### config.mk
export PLATFORM = sky130hd
export DESIGN_NAME = synth_voice
export DESIGN_NICKNAME = d
export VERILOG_FILES = /design/src/rtl/synth_pkg.sv /design/src/rtl/synth_voice_adsr.sv /design/src/rtl/synth_voice.sv
export SDC_FILE = /design/constraint.sdc
export NUM_CORES = 1
export LEC_CHECK = 0
export ABC_AREA = 1
export ABC_CLOCK_PERIOD_IN_PS = 7660
export CAP_MARGIN = 20
export CORE_MARGIN = 8
export CORE_UTILIZATION = 50
export DETAILED_ROUTE_END_ITERATION = 16
export GPL_TIMING_DRIVEN = 0
export PLACE_DENSITY = 0.73
export SKIP_LAST_GASP = 1
export SLEW_MARGIN = 25
export SYNTH_ARGS = -nofsm -noshare
export SYNTH_HDL_FRONTEND = slang
export SYNTH_SLANG_ARGS = --single-unit
### constraint.sdc
create_clock -name clk -period 7.66 [get_ports clk]
set_input_delay 1.532 -clock clk [delete_from_list [all_inputs] [get_ports clk]]
set_output_delay 1.532 -clock clk [all_outputs]
set_load 0.005 [all_outputs]
### src/rtl/synth_pkg.sv
// Shared encodings for the synth voice: envelope states, waveform codes and
// the noise LFSR constants and step function.
package synth_pkg;

    typedef enum logic [2:0] {
        ENV_IDLE    = 3'd0,
        ENV_ATTACK  = 3'd1,
        ENV_DECAY   = 3'd2,
        ENV_SUSTAIN = 3'd3,
        ENV_RELEASE = 3'd4
    } env_state_t;

    localparam logic [2:0] WAVE_SAW   = 3'd0;
    localparam logic [2:0] WAVE_PULSE = 3'd1;
    localparam logic [2:0] WAVE_TRI   = 3'd2;
    localparam logic [2:0] WAVE_SUB   = 3'd3;
    localparam logic [2:0] WAVE_NOISE = 3'd4;

    localparam logic [15:0] LFSR_SEED = 16'hACE1;
    // Right-shifting Galois form of taps 16,14,13,11.
    localparam logic [15:0] LFSR_TAPS = 16'hB400;

    function automatic logic [15:0] lfsr_step(input logic [15:0] s);
        return s[0] ? ((s >> 1) ^ LFSR_TAPS) : (s >> 1);
    endfunction

endpackage

### src/rtl/synth_voice_adsr.sv
// ADSR envelope: free-running tick divider, gate edge detect, state machine
// and saturating level datapath.
module adsr_env
    import synth_pkg::*;
#(
    parameter int ENV_W   = 16,
    parameter int ENV_DIV = 256
) (
    input  logic             clk,
    input  logic             rst,
    input  logic             gate,
    input  logic [ENV_W-1:0] attack_rate,
    input  logic [ENV_W-1:0] decay_rate,
    input  logic [ENV_W-1:0] release_rate,
    input  logic [ENV_W-1:0] sustain_level,
    output logic [ENV_W-1:0] level,
    output logic [2:0]       state
);

    localparam int CNT_W = (ENV_DIV > 2) ? $clog2(ENV_DIV) : 1;
    localparam logic [ENV_W-1:0] LEVEL_MAX = '1;

    logic [CNT_W-1:0] tick_cnt;
    logic             tick;
    logic             gate_r;
    logic             gate_q;
    logic             rise;
    env_state_t       state_r;
    logic [ENV_W-1:0] level_r;
    logic [ENV_W:0]   up_sum;
    logic [ENV_W:0]   dn_decay;
    logic [ENV_W:0]   dn_release;

    assign tick       = (tick_cnt == CNT_W'(ENV_DIV - 1));
    // gate is registered once before edge detection, so the FSM reacts two edges after a change.
    assign rise       = gate_r & ~gate_q;
    assign up_sum     = {1'b0, level_r} + {1'b0, attack_rate};
    assign dn_decay   = {1'b0, level_r} - {1'b0, decay_rate};
    assign dn_release = {1'b0, level_r} - {1'b0, release_rate};

    always_ff @(posedge clk) begin
        if (rst) begin
            tick_cnt <= '0;
            gate_r   <= 1'b0;
            gate_q   <= 1'b0;
            level_r  <= '0;
            state_r  <= ENV_IDLE;
        end else begin
            tick_cnt <= tick ? '0 : tick_cnt + CNT_W'(1);
            gate_r   <= gate;
            gate_q   <= gate_r;
            if (rise) begin
                state_r <= ENV_ATTACK;
            end else if (!gate_r && (state_r == ENV_ATTACK || state_r == ENV_DECAY ||
                                     state_r == ENV_SUSTAIN)) begin
                state_r <= ENV_RELEASE;
            end else if (tick) begin
                case (state_r)
                    ENV_ATTACK: begin
                        if (attack_rate != '0) begin
                            if (up_sum >= {1'b0, LEVEL_MAX}) begin
                                level_r <= LEVEL_MAX;
                                state_r <= ENV_DECAY;
                            end else begin
                                level_r <= up_sum[ENV_W-1:0];
                            end
                        end
                    end
                    ENV_DECAY: begin
                        // A zero rate stalls unless the level already sits at or below sustain.
                        if (decay_rate != '0 || level_r <= sustain_level) begin
                            if (dn_decay[ENV_W] || dn_decay[ENV_W-1:0] <= sustain_level) begin
                                level_r <= sustain_level;
                                state_r <= ENV_SUSTAIN;
                            end else begin
                                level_r <= dn_decay[ENV_W-1:0];
                            end
                        end
                    end
                    ENV_SUSTAIN: level_r <= sustain_level;
                    ENV_RELEASE: begin
                        if (release_rate != '0) begin
                            if (dn_release[ENV_W] || dn_release[ENV_W-1:0] == '0) begin
                                level_r <= '0;
                                state_r <= ENV_IDLE;
                            end else begin
                                level_r <= dn_release[ENV_W-1:0];
                            end
                        end
                    end
                    default: level_r <= '0;
                endcase
            end
        end
    end

    assign level = level_r;
    assign state = state_r;

endmodule

### src/rtl/synth_voice.sv
// One synthesiser voice: phase accumulator, waveform select, noise LFSR and
// envelope multiply producing one unsigned sample per clock.
module synth_voice
    import synth_pkg::*;
#(
    parameter int PHASE_W = 29,
    parameter int INC_W   = 18,
    parameter int OUT_W   = 16,
    parameter int ENV_W   = 16,
    parameter int ENV_DIV = 256
) (
    input  logic             clk,
    input  logic             rst,
    input  logic [INC_W-1:0] increment,
    input  logic [2:0]       wave_sel,
    input  logic [OUT_W-1:0] pulsewidth,
    input  logic             gate,
    input  logic [ENV_W-1:0] attack_rate,
    input  logic [ENV_W-1:0] decay_rate,
    input  logic [ENV_W-1:0] release_rate,
    input  logic [ENV_W-1:0] sustain_level,
    output logic [OUT_W-1:0] sample,
    output logic [ENV_W-1:0] env_level,
    output logic [2:0]       env_state,
    output logic             busy
);

    localparam int PROD_W = OUT_W + ENV_W;

    logic [PHASE_W-1:0] acc;
    logic [15:0]        lfsr;
    logic               half_q;
    logic [OUT_W-1:0]   phase;
    logic [OUT_W-1:0]   tri_raw;
    logic [OUT_W-1:0]   wave;
    logic [ENV_W-1:0]   level;
    logic [2:0]         state;
    logic [PROD_W-1:0]  product;

    adsr_env #(
        .ENV_W   (ENV_W),
        .ENV_DIV (ENV_DIV)
    ) u_env (
        .clk           (clk),
        .rst           (rst),
        .gate          (gate),
        .attack_rate   (attack_rate),
        .decay_rate    (decay_rate),
        .release_rate  (release_rate),
        .sustain_level (sustain_level),
        .level         (level),
        .state         (state)
    );

    assign phase   = acc[PHASE_W-2 -: OUT_W];
    assign tri_raw = acc[PHASE_W-3 -: OUT_W];

    always_comb begin
        wave = '0;
        case (wave_sel)
            WAVE_SAW:   wave = phase;
            WAVE_PULSE: wave = (phase < pulsewidth) ? '1 : '0;
            WAVE_TRI:   wave = acc[PHASE_W-2] ? ~tri_raw : tri_raw;
            WAVE_SUB:   wave = {OUT_W{acc[PHASE_W-1]}};
            WAVE_NOISE: wave = OUT_W'(lfsr);
            default:    wave = '0;
        endcase
    end

    assign product = PROD_W'(wave) * PROD_W'(level);

    always_ff @(posedge clk) begin
        if (rst) begin
            acc    <= '0;
            lfsr   <= LFSR_SEED;
            half_q <= 1'b0;
            sample <= '0;
        end else begin
            acc    <= acc + PHASE_W'(increment);
            half_q <= acc[PHASE_W-2];
            // Noise steps once per half-phase rise so its pitch follows increment.
            if (acc[PHASE_W-2] && !half_q) begin
                lfsr <= lfsr_step(lfsr);
            end
            sample <= product[PROD_W-1 -: OUT_W];
        end
    end

    assign env_level = level;
    assign env_state = state;
    assign busy      = (state != ENV_IDLE);

endmodule
# Word-level counts from Yosys, hierarchy flattened

Index checks and enable logic that the tools add are counted.

Register bits: 91
Input bits: 104

Add/subtract/negate cells: 5
Multipliers: 1
Magnitude comparators: 4
Equal/unequal tests: 27
Muxes and demuxes: 21
Bitwise gates (word level): 6
Reduce and logical (&&, ||, !) cells: 27

Operators by type and width:

| kind                   | number |
|---|---|
| $mux W16               | 9 |
| $pmux W16 S5           | 1 |
| $pmux W16 S4           | 1 |
| $reduce_bool A16 Y1    | 3 |
| $sub A16 B16 Y17       | 2 |
| $le A16 B16 Y1         | 2 |
| $mul A16 B16 Y32       | 1 |
| $add A29 B18 Y29       | 1 |
| $mux W3                | 8 |
| $reduce_and A8 Y1      | 3 |
| $add A16 B16 Y17       | 1 |
| $ge A17 B16 Y1 const B | 1 |
| $logic_not A16 Y1      | 1 |
| $lt A16 B16 Y1         | 1 |
| $ne A4 B3 Y1 const B   | 4 |
| $not A16 Y16           | 1 |
| $eq A3 B2 Y1 const B   | 4 |
| $ne A3 B3 Y1 const B   | 4 |
| $pmux W3 S3            | 1 |
| $reduce_bool A3 Y1     | 3 |
| $add A8 B1 Y8 const B  | 1 |
| $eq A8 B8 Y1 const B   | 1 |
| $ne A2 B2 Y1 const B   | 4 |
| $ne A4 B1 Y1 const B   | 2 |
| 18 further kinds       | 31 |

# Depth between registers and ports, before layout

Gate-level depths: netlist of run 1.

Word-level depth: 9
Depth in mapped cells: 37
Depth with buffers taken out: 36

# Modules after synthesis

From an unflattened synthesis of run 1, not the netlist that was laid out.

Cell total of the unflattened synthesis: 2683
Area total of the unflattened synthesis: 18246.2 sq um

Modules (own cells, without submodules):

| module      | instances | cells an instance | area an instance (sq um) |
|---|---|---|---|
| synth_voice | 1         | 1621              | 12101.6 |
| adsr_env    | 1         | 1062              | 6144.6 |

# Least setup slack after synthesis of run 1

OpenSTA, ideal clock, no wires.

Path kind: input port to flip-flop
From: input pulsewidth[15]
To: register sample[11]
Library setup time: 0.115 ns
Arrival time: 7.566 ns
Setup slack: -0.021 ns
Stages on the path: 32
Buffers on the path: 1
Path through: inv_1 -> ha_1 -> nand2_1 -> inv_1 -> nand3_1 -> a31oi_1 -> nor2_2 -> nand2_4 -> clkbuf_1 -> nand2_1 -> inv_1 -> nor2_1 -> fa_1 -> inv_1 -> fa_1 -> inv_1 -> fa_1 -> fa_1 -> fa_1 -> inv_1 -> fa_1 -> inv_1 -> ha_1 -> a21oi_1 -> o21a_1 -> inv_1 -> nor2_1 -> nor2_1 -> a211oi_1 -> nand3_1 -> nand2_1 -> nor2_1

Longest elaborated chain between the ends: 4

Ends and longest elaborated chain:

| item                 | RTL line          | source |
|---|---|---|
| start, declared      | synth_voice.sv:16 | `input logic [OUT_W-1:0] pulsewidth,` |
| $lt A16 B16 Y1       | synth_voice.sv:62 | `WAVE_PULSE: wave = (phase < pulsewidth) ? '1 : '0;` |
| $mux W16             | synth_voice.sv:62 |  |
| $pmux W16 S5         | synth_voice.sv:60 | `case (wave_sel)` |
| $mul A16 B16 Y32     | synth_voice.sv:70 | `assign product = PROD_W'(wave) * PROD_W'(level);` |
| end signal, assigned | synth_voice.sv:85 | `sample <= product[PROD_W-1 -: OUT_W];` |
| end, declared        | synth_voice.sv:22 | `output logic [OUT_W-1:0] sample,` |

Every way passes these cells.
A chain may end at the register's enable or synchronous reset.

# Final worst setup path of run 1

From: input pulsewidth[14]
To: register sample[6]

The elaborated chain is that of the path after synthesis.

==> out/qor.log, run 1 <==
[status] run status complete, no violations
[final_layout] area of all placed cells without fillers 0.0217 sq mm
[grt] maximum number of pins on one net before global-route repair 18
[placed_design] placer's final routability congestion estimate 1.01
[synth] sequential area share after synthesis 0.103
[synth] fraction of registers with async set/reset 0
[timing] Period minus WS final 7.50 ns
[synth] top cell type's share of synthesized area 0.223
[final_layout] Post-Layout Cell Count 3231
[cts] sinks on the clock net 91
[hold_path] Min-Delay Path Class flop to flop
[cts] number of buffers between clock root and the deepest sink 2
[grt] antenna violations before repair 1
[final_layout] antenna diode instance count 0
[timing] Final period util 0.979
[routing] Routed WL 58.5 mm
[timing] final max-slew violation count 0
[cts] number of H-tree branching levels 3
[setup_path] Largest stage delay, worst path 0.64 ns
[synth] average cell area after synthesis 6.92 sq um
[run] number of max-cap violations 0
[routing] routed wirelength normalized by instance count 18.1 um
[timing] max_slew headroom 0.320
[timing] unrepaired setup endpoints after global routing true
[placed_design] worst setup timing slack at the placement stage -1.37 ns
[cts] number of CTS-inserted buffers 9
[cts] CTS root buffer sky130_fd_sc_hd__clkbuf_16
[grt] total routing resource utilization after global routing 0.278
[timing] worst slew pin tran 1.02 ns
[cts] TritonCTS clock tree yes
[power] IR drop worst, VDD 0.142 mV
[setup_path] data arrival time of the critical path 7.76 ns
[setup_path] CP Data Required Time 7.91 ns
[floorplanning] top-level port count 140
[floorplanning] std cell rows 69
[synth] Net Count, Synth 3068
[final_layout] Layout Nets 3282
[power] final total power 1.69 mW
[grt] first-pass GRT wire length 92.4 mm
[routing] detailed-route via count 17981
[power] leakage power 10.6 nW
[placed_design] HPWL after detailed placement 47.2 mm
[cts] clk slew on worst S/H paths 0.07 ns
[cts] Hold-fix buffers, CTS 0
[timing] worst hold margin 0.456 ns
[synth] number of synthesized register bits 91
[routing] number of detailed-routing iterations run before antenna repair 6
[cts] clock latency reported for the late side of the worst-skew pair 0.37 ns
[synth] Syn Std Cell Area 0.0177 sq mm
[timing] Total Negative Setup Slacks 0 ns
[hold_path] min-delay src u_env.tick_cnt[0]
[setup_path] family with the most delay on the worst path adder cells
[placed_design] count of input and output buffers 138
[setup_path] slowest cell on the critical path sky130_fd_sc_hd__fa_2
[placed_design] Placed Cells 3150
[setup_path] most numerous cell on the critical path sky130_fd_sc_hd__fa_1
[synth] Post-synth top flop sky130_fd_sc_hd__dfxtp_1
[synth] Yosys cell types 60
[final_layout] post-route core utilization 0.616
[routing] Iteration-0 DRC Markers 1628
[routing] ANT nets after route 0
[setup_path] category of the worst setup path capture point flop
[floorplanning] Core Region 0.0351 sq mm
[floorplanning] initial core utilization 0.503
[setup_path] largest fanout on the critical path 6
[placed_design] standard cell area after detailed placement 0.0196 sq mm
[timing] timing-limited maximum frequency 133 MHz
[synth] largest area contributor in the synthesized netlist sky130_fd_sc_hd__fa_1
[routing] number of remaining DRC errors 0
[final_layout] post-synthesis to final-layout area growth 22.6%
[synth] EDFF count, synth 0
[routing] vias per cell 5.57
[timing] Hold Fails Final Rpt 0
[timing] final worst setup slack 0.157 ns
[timing] post-route clock skew 0.0142 ns
[floorplanning] Die Height 204 um
[synth] Yosys warning count 0
[grt] total global routing overflow 0
[power] total power per unit cell area 78.2 mW/mm^2
[setup_path] reg-to-reg startpoint acc[27]
[setup_path] crit path kind input port to flop
[floorplanning] Die ar. 0.0416 sq mm
[setup_path] startpoint kind of the worst setup timing path input port
[synth] Syn Inst Count 2551
[synth] biggest area contributors in the synthesized netlist sky130_fd_sc_hd__fa_1 (22%), sky130_fd_sc_hd__ha_1 (15%), sky130_fd_sc_hd__nand2_1 (12%)
[setup_path] source of the critical timing path pulsewidth[14]
[final_layout] fraction of layout cells with a size suffix above 1 0.125
[grt] via count of the first global-routing pass 17692
[timing] Final setup viols 0
[floorplanning] floorplan die width 204 um
[setup_path] Critical path buffers and inverters 9
where the power goes:
part,internal [mW],total [mW],switching (mW)
Combinational,0.279,0.699,0.420
Sequential,0.509,0.550,0.0411
Clock,0.225,0.444,0.219
flip-flops by register name, indices dropped and copies added (netlist names):
signal          cells
u_env.tick_cnt      8
u_env.gate_q        1
u_env.state         3
acc                29
half_q              1
lfsr               16
sample             16
u_env.gate_r        1
u_env.level        16
area by class of cell:
type                       instances  area [sq um]
tap                              461           577
sequential                        91          1820
fill                            3100         13500
timing repair buffer             202          1990
buffer                            57           387
clock inverter                     7          60.1
clock buffer                       9           225
multi-input combinational       1917         14700
inverter                         487          1910
synthesized netlist by cell type, drive strengths merged, types with 7 or more instances:
cell,n
dfxtp,91
clkbuf,38
buf,19
o21ai,104
o2111a,11
fa,197
clkinv,9
xor2,20
a31oi,7
a21oi,200
xnor2,13
nand3,124
nor4,12
nand2,579
inv,478
nand4,44
nor2,285
o21a,17
a21o,7
nand3b,11
nor3,27
ha,216
kinds of logic (layout without fill, tap and decap cells):
logic type | Yosys count | after routing | share of synthesized area
AO/OA/AOI/OAI | 370 | 370 | 0.121
XOR/XNOR | 33 | 33 | 0.0172
buffers and inverters | 544 | 762 | 0.118
AND/OR/NAND/NOR | 1100 | 1101 | 0.265
flip-flops | 91 | 91 | 0.103
adder cells (fa/ha/maj) | 413 | 413 | 0.376
cells in the final DEF (no fill, tap or decap), types with 9 or more instances in the layout:
cell type and n:
sky130_fd_sc_hd__nand2_1 525, sky130_fd_sc_hd__inv_1 432, sky130_fd_sc_hd__nor2_1 256, sky130_fd_sc_hd__ha_1 195
sky130_fd_sc_hd__fa_1 187, sky130_fd_sc_hd__a21oi_1 163, sky130_fd_sc_hd__clkdlybuf4s50_1 121, sky130_fd_sc_hd__nand3_1 114
sky130_fd_sc_hd__dfxtp_1 91, sky130_fd_sc_hd__o21ai_0 79, sky130_fd_sc_hd__buf_4 54, sky130_fd_sc_hd__nand4_1 43
sky130_fd_sc_hd__inv_2 36, sky130_fd_sc_hd__nand2_2 35, sky130_fd_sc_hd__a21oi_2 29, sky130_fd_sc_hd__clkbuf_1 28
sky130_fd_sc_hd__ha_4 20, sky130_fd_sc_hd__nor2_2 19, sky130_fd_sc_hd__nor3_1 19, sky130_fd_sc_hd__xor2_1 18
sky130_fd_sc_hd__o21a_1 17, sky130_fd_sc_hd__o21ai_1 17, sky130_fd_sc_hd__clkbuf_16 16, sky130_fd_sc_hd__xnor2_1 13
sky130_fd_sc_hd__nand2_4 12, sky130_fd_sc_hd__o2111a_1 11, sky130_fd_sc_hd__nor2_4 10, sky130_fd_sc_hd__nor4_1 10
sky130_fd_sc_hd__nand3b_1 10, sky130_fd_sc_hd__fa_2 10, sky130_fd_sc_hd__dlymetal6s2s_1 10, sky130_fd_sc_hd__nand3_2 9
sky130_fd_sc_hd__buf_2 9
worst paths after layout:
kind	to	slack (ns)	cells after the start
min	u_env.tick_cnt[0]	0.46	1
max reg2reg	sample[4]	0.84	28
max	sample[6]	0.16	31
min reg2reg	u_env.tick_cnt[0]	0.46	1
layer usage:
layer	up-vias	GRT usage	wire, um
li1	8541	-	-
met1	8462	0.373	24800
met2	837	0.446	25900
met3	139	0.0564	5690
met4	2	0.0885	2060
met5	-	0	10
worst register-to-register path: cells and delay by family, from the launching register on:
kind / cells / cell delay (ns)
buf+inv: 8 / 1.08
compound gates: 4 / 0.76
fa+ha+maj: 7 / 3.31
simple gates: 9 / 1.07
flops: 1 / 0.46
repair_timing:
| action | in CTS | in global routing |
|---|---|---|
| pin swaps | 74 | 81 |
| buffers inserted | 33 | 28 |
| gates resized for setup | 187 | 136 |
| gates cloned | 2 | 2 |
| endpoints found under the setup margin | 16 | 16 |
(Power assumes the default switching activity.)
==> run 2: changes to the inputs <==
- ABC_AREA: 1 -> unset
==> out/qor.log, run 2 <==
[synth] biggest area contributors in the synthesized netlist sky130_fd_sc_hd__fa_1 (23%), sky130_fd_sc_hd__ha_1 (16%), sky130_fd_sc_hd__dfxtp_1 (11%) [was sky130_fd_sc_hd__fa_1 (22%), sky130_fd_sc_hd__ha_1 (15%), sky130_fd_sc_hd__nand2_1 (12%)]
[final_layout] largest reg by FF count acc [unchanged]
[hold_path] Min-Delay Path Class flop to flop [unchanged]
[routing] Detail Route met3 WL 3.66 mm [was 5.69 mm]
[setup_path] worst reg-to-reg setup slack 0.04 ns [was 0.84 ns]
[placed_design] placer's final routability congestion estimate 0.992 [was 1.01]
[timing] final worst setup slack -0.753 ns [was 0.157 ns]
[synth] top cell type's share of synthesized area 0.235 [was 0.223]
[final_layout] post-route core utilization 0.613 [was 0.616]
[setup_path] Worst Reg-to-Reg Cells 26 [was 28]
[floorplanning] std cell rows 67 [was 69]
[synth] most instantiated library cell after synthesis sky130_fd_sc_hd__inv_1 [was sky130_fd_sc_hd__nand2_1]
[cts] number of buffers between clock root and the deepest sink 2 [unchanged]
[routing] uppermost layer routed met4 [was met5]
[synth] Net Count, Synth 2550 [was 3068]
[timing] Final setup viols 16 [was 0]
[cts] CTS root buffer sky130_fd_sc_hd__clkbuf_16 [unchanged]
[floorplanning] Die Height 199 um [was 204 um]
[setup_path] reg-to-reg startpoint acc[27] [unchanged]
[routing] vias per cell 5.80 [was 5.57]
[setup_path] largest fanout on the critical path 8 [was 6]
[routing] Routed met1 length 22.1 mm [was 24.8 mm]
[timing] unrepaired setup endpoints after global routing true [unchanged]
[final_layout] number of flip-flops under the largest register name 29 [unchanged]
[timing] worst hold margin 0.467 ns [was 0.456 ns]
[timing] Hold Fails Final Rpt 0 [unchanged]
[floorplanning] Die ar. 0.0397 sq mm [was 0.0416 sq mm]
[setup_path] CP Data Required Time 7.88 ns [was 7.91 ns]
[floorplanning] top-level port count 140 [unchanged]
[setup_path] Largest stage delay, worst path 0.56 ns [was 0.64 ns]
[cts] TritonCTS clock tree yes [unchanged]
[floorplanning] initial core utilization 0.505 [was 0.503]
[routing] detailed-route via count 15544 [was 17981]
[synth] top cells by instance count after synthesis sky130_fd_sc_hd__inv_1 (303), sky130_fd_sc_hd__nand2_1 (243), sky130_fd_sc_hd__ha_1 (216) [was sky130_fd_sc_hd__nand2_1 (567), sky130_fd_sc_hd__inv_1 (469), sky130_fd_sc_hd__nor2_1 (278)]
[synth] Yosys warning count 0 [unchanged]
[grt] first-pass GRT wire length 84.8 mm [was 92.4 mm]
[grt] total global routing overflow 0 [unchanged]
[cts] number of H-tree branching levels 3 [unchanged]
[status] violations in the final reports setup timing
[timing] Period minus WS final 8.41 ns [was 7.50 ns]
[final_layout] fraction of layout cells with a size suffix above 1 0.102 [was 0.125]
[timing] max_slew headroom 0.378 [was 0.320]
[setup_path] data arrival time of the critical path 8.63 ns [was 7.76 ns]
[routing] metal2 WL 25.2 mm [was 25.9 mm]
[final_layout] antenna diode instance count 0 [unchanged]
[setup_path] crit path kind input port to flop [unchanged]
[final_layout] Layout Nets 2746 [was 3282]
[timing] post-route clock skew 0.0146 ns [was 0.0142 ns]
[grt] total routing resource utilization after global routing 0.272 [was 0.278]
[synth] Syn Inst Count 2033 [was 2551]
[hold_path] hold-critical path depth 1 [unchanged]
[cts] sinks on the clock net 91 [unchanged]
[synth] average cell area after synthesis 8.26 sq um [was 6.92 sq um]
[power] IR drop worst, VDD 0.112 mV [was 0.142 mV]
[setup_path] category of the worst setup path capture point flop [unchanged]
[placed_design] worst setup timing slack at the placement stage -2.49 ns [was -1.37 ns]
[synth] sequential area share after synthesis 0.108 [was 0.103]
[final_layout] most frequent cells in the layout sky130_fd_sc_hd__inv_1 (293), sky130_fd_sc_hd__nand2_1 (238), sky130_fd_sc_hd__ha_1 (198) [was sky130_fd_sc_hd__nand2_1 (525), sky130_fd_sc_hd__inv_1 (432), sky130_fd_sc_hd__nor2_1 (256)]
[cts] clock latency reported for the late side of the worst-skew pair 0.37 ns [about the same]
[routing] Iteration-0 DRC Markers 1267 [was 1628]
[cts] clk slew on worst S/H paths 0.08 ns [was 0.07 ns]
[routing] routed wirelength normalized by instance count 20.1 um [was 18.1 um]
[setup_path] startpoint kind of the worst setup timing path input port [unchanged]
[timing] Final period util 1.10 [was 0.979]
[routing] Routed WL 53.8 mm [was 58.5 mm]
[placed_design] HPWL after detailed placement 42.4 mm [was 47.2 mm]
[floorplanning] floorplan die width 199 um [was 204 um]
[synth] fraction of registers with async set/reset 0 [unchanged]
[grt] via count of the first global-routing pass 16272 [was 17692]
[routing] number of detailed-routing iterations run before antenna repair 6 [unchanged]
[status] run status finished with violations [was complete, no violations]
[final_layout] Post-Layout Cell Count 2682 [was 3231]
[final_layout] post-synthesis to final-layout area growth 21.5% [was 22.6%]
[synth] EDFF count, synth 0 [unchanged]
[timing] worst slew pin tran 0.926 ns [was 1.02 ns]
[power] leakage power 9.57 nW [was 10.6 nW]
[final_layout] commonest non-fill, non-tap cell in the layout sky130_fd_sc_hd__inv_1 [was sky130_fd_sc_hd__nand2_1]
[grt] antenna violations before repair 0 [was 1]
[synth] number of synthesized register bits 91 [unchanged]
[hold_path] end of the worst hold path u_env.tick_cnt[0] [unchanged]
[synth] Syn Std Cell Area 0.0168 sq mm [was 0.0177 sq mm]
[cts] number of CTS-inserted buffers 9 [unchanged]
[hold_path] min-delay src u_env.tick_cnt[0] [unchanged]
[synth] largest area contributor in the synthesized netlist sky130_fd_sc_hd__fa_1 [unchanged]
[synth] Post-synth top flop sky130_fd_sc_hd__dfxtp_1 [unchanged]
[setup_path] most numerous cell on the critical path sky130_fd_sc_hd__fa_1 [unchanged]
[final_layout] Filler cells 2876 [was 3100]
[power] total power per unit cell area 86.7 mW/mm^2 [was 78.2 mW/mm^2]
[timing] final max-slew violation count 0 [unchanged]
[floorplanning] Core Region 0.0333 sq mm [was 0.0351 sq mm]
[placed_design] count of input and output buffers 138 [unchanged]
[grt] maximum number of pins on one net before global-route repair 19 [was 18]
[timing] timing-limited maximum frequency 119 MHz [was 133 MHz]
[setup_path] slowest cell on the critical path sky130_fd_sc_hd__fa_2 [unchanged]
[run] number of max-cap violations 0 [unchanged]
[routing] number of remaining DRC errors 0 [unchanged]
[synth] Yosys cell types 78 [was 60]
[placed_design] Placed Cells 2619 [was 3150]
[power] final total power 1.77 mW [was 1.69 mW]
[routing] ANT nets after route 0 [unchanged]
[setup_path] Reg2Reg Capture Point sample[13] [was sample[4]]
-- run 2: worst max-delay path by stage --
stage / from / endpoint / slack (ns)
2_1_floorplan: pulsewidth[2] / sample[13] / -0.47
3_3_place_gp: pulsewidth[2] / sample[13] / -2.56
3_5_place_dp: pulsewidth[2] / sample[13] / -2.49
4_1_cts: pulsewidth[2] / sample[9] / -0.78
5_1_grt: pulsewidth[5] / sample[13] / -0.96
6_report: pulsewidth[9] / sample[13] / -0.75
-- run 2: final cells by class --
| class | count | area (sq um) | share of cell area |
|---|---|---|---|
| buffer | 78 | 497 | 0.0243 |
| multi-input combinational | 1561 | 14300 | 0.701 |
| inverter | 303 | 1140 | 0.0561 |
| tap | 448 | 561 | 0.0275 |
| timing repair buffer | 185 | 1780 | 0.0873 |
| clock inverter | 6 | 66.3 | 0.00325 |
| clock buffer | 10 | 239 | 0.0117 |
| sequential | 91 | 1820 | 0.0892 |
-- run 2: metrics by stage --
step | TNS, ns | cell area, sq um
2_1_floorplan | -3.19 | 17100
3_3_place_gp | -35.20 | 19100
3_5_place_dp | -34.52 | 19100
4_1_cts | -8.59 | 20200
5_1_grt | -11.90 | 20400
6_report | -8.08 | 20400
-- run 2: report_power, final --
group	internal [mW]	switching, mW
clock network	0.240	0.248
logic	0.332	0.396
registers	0.515	0.0400
-- run 2: critical path: cells and delay by family --
family | cells | cell delay, ns
AND/OR/NAND/NOR | 5 | 0.82
XOR/XNOR | 1 | 0.16
AO/OA/AOI/OAI | 10 | 1.74
adder cells (fa/ha/maj) | 8 | 3.35
buffers and inverters | 9 | 0.97
-- run 2: metal layers --
layer,global-route usage,up-vias
li1,-,7227
met1,0.329,7518
met2,0.463,633
met3,0.0446,166
met4,0.138,0
met5,0,-
-- run 2: timing repair --
action / in CTS / in global routing
buffers inserted: 42 / 3
resized for setup: 167 / 32
cloned: 2 / 0
pin swaps: 60 / 31
endpoints found under the setup margin: 16 / 26
hold buffers: 0 / 0
-- run 2: cell families (layout without fill, tap and decap cells) --
logic type | after synthesis | count (layout) | share of synthesized area
AO/OA/AOI/OAI | 377 | 377 | 0.158
XOR/XNOR | 88 | 88 | 0.0459
adder cells (fa/ha/maj) | 413 | 413 | 0.396
buffers and inverters | 381 | 582 | 0.0859
flip-flops | 91 | 91 | 0.108
multiplexers | 17 | 17 | 0.0101
AND/OR/NAND/NOR | 666 | 666 | 0.196
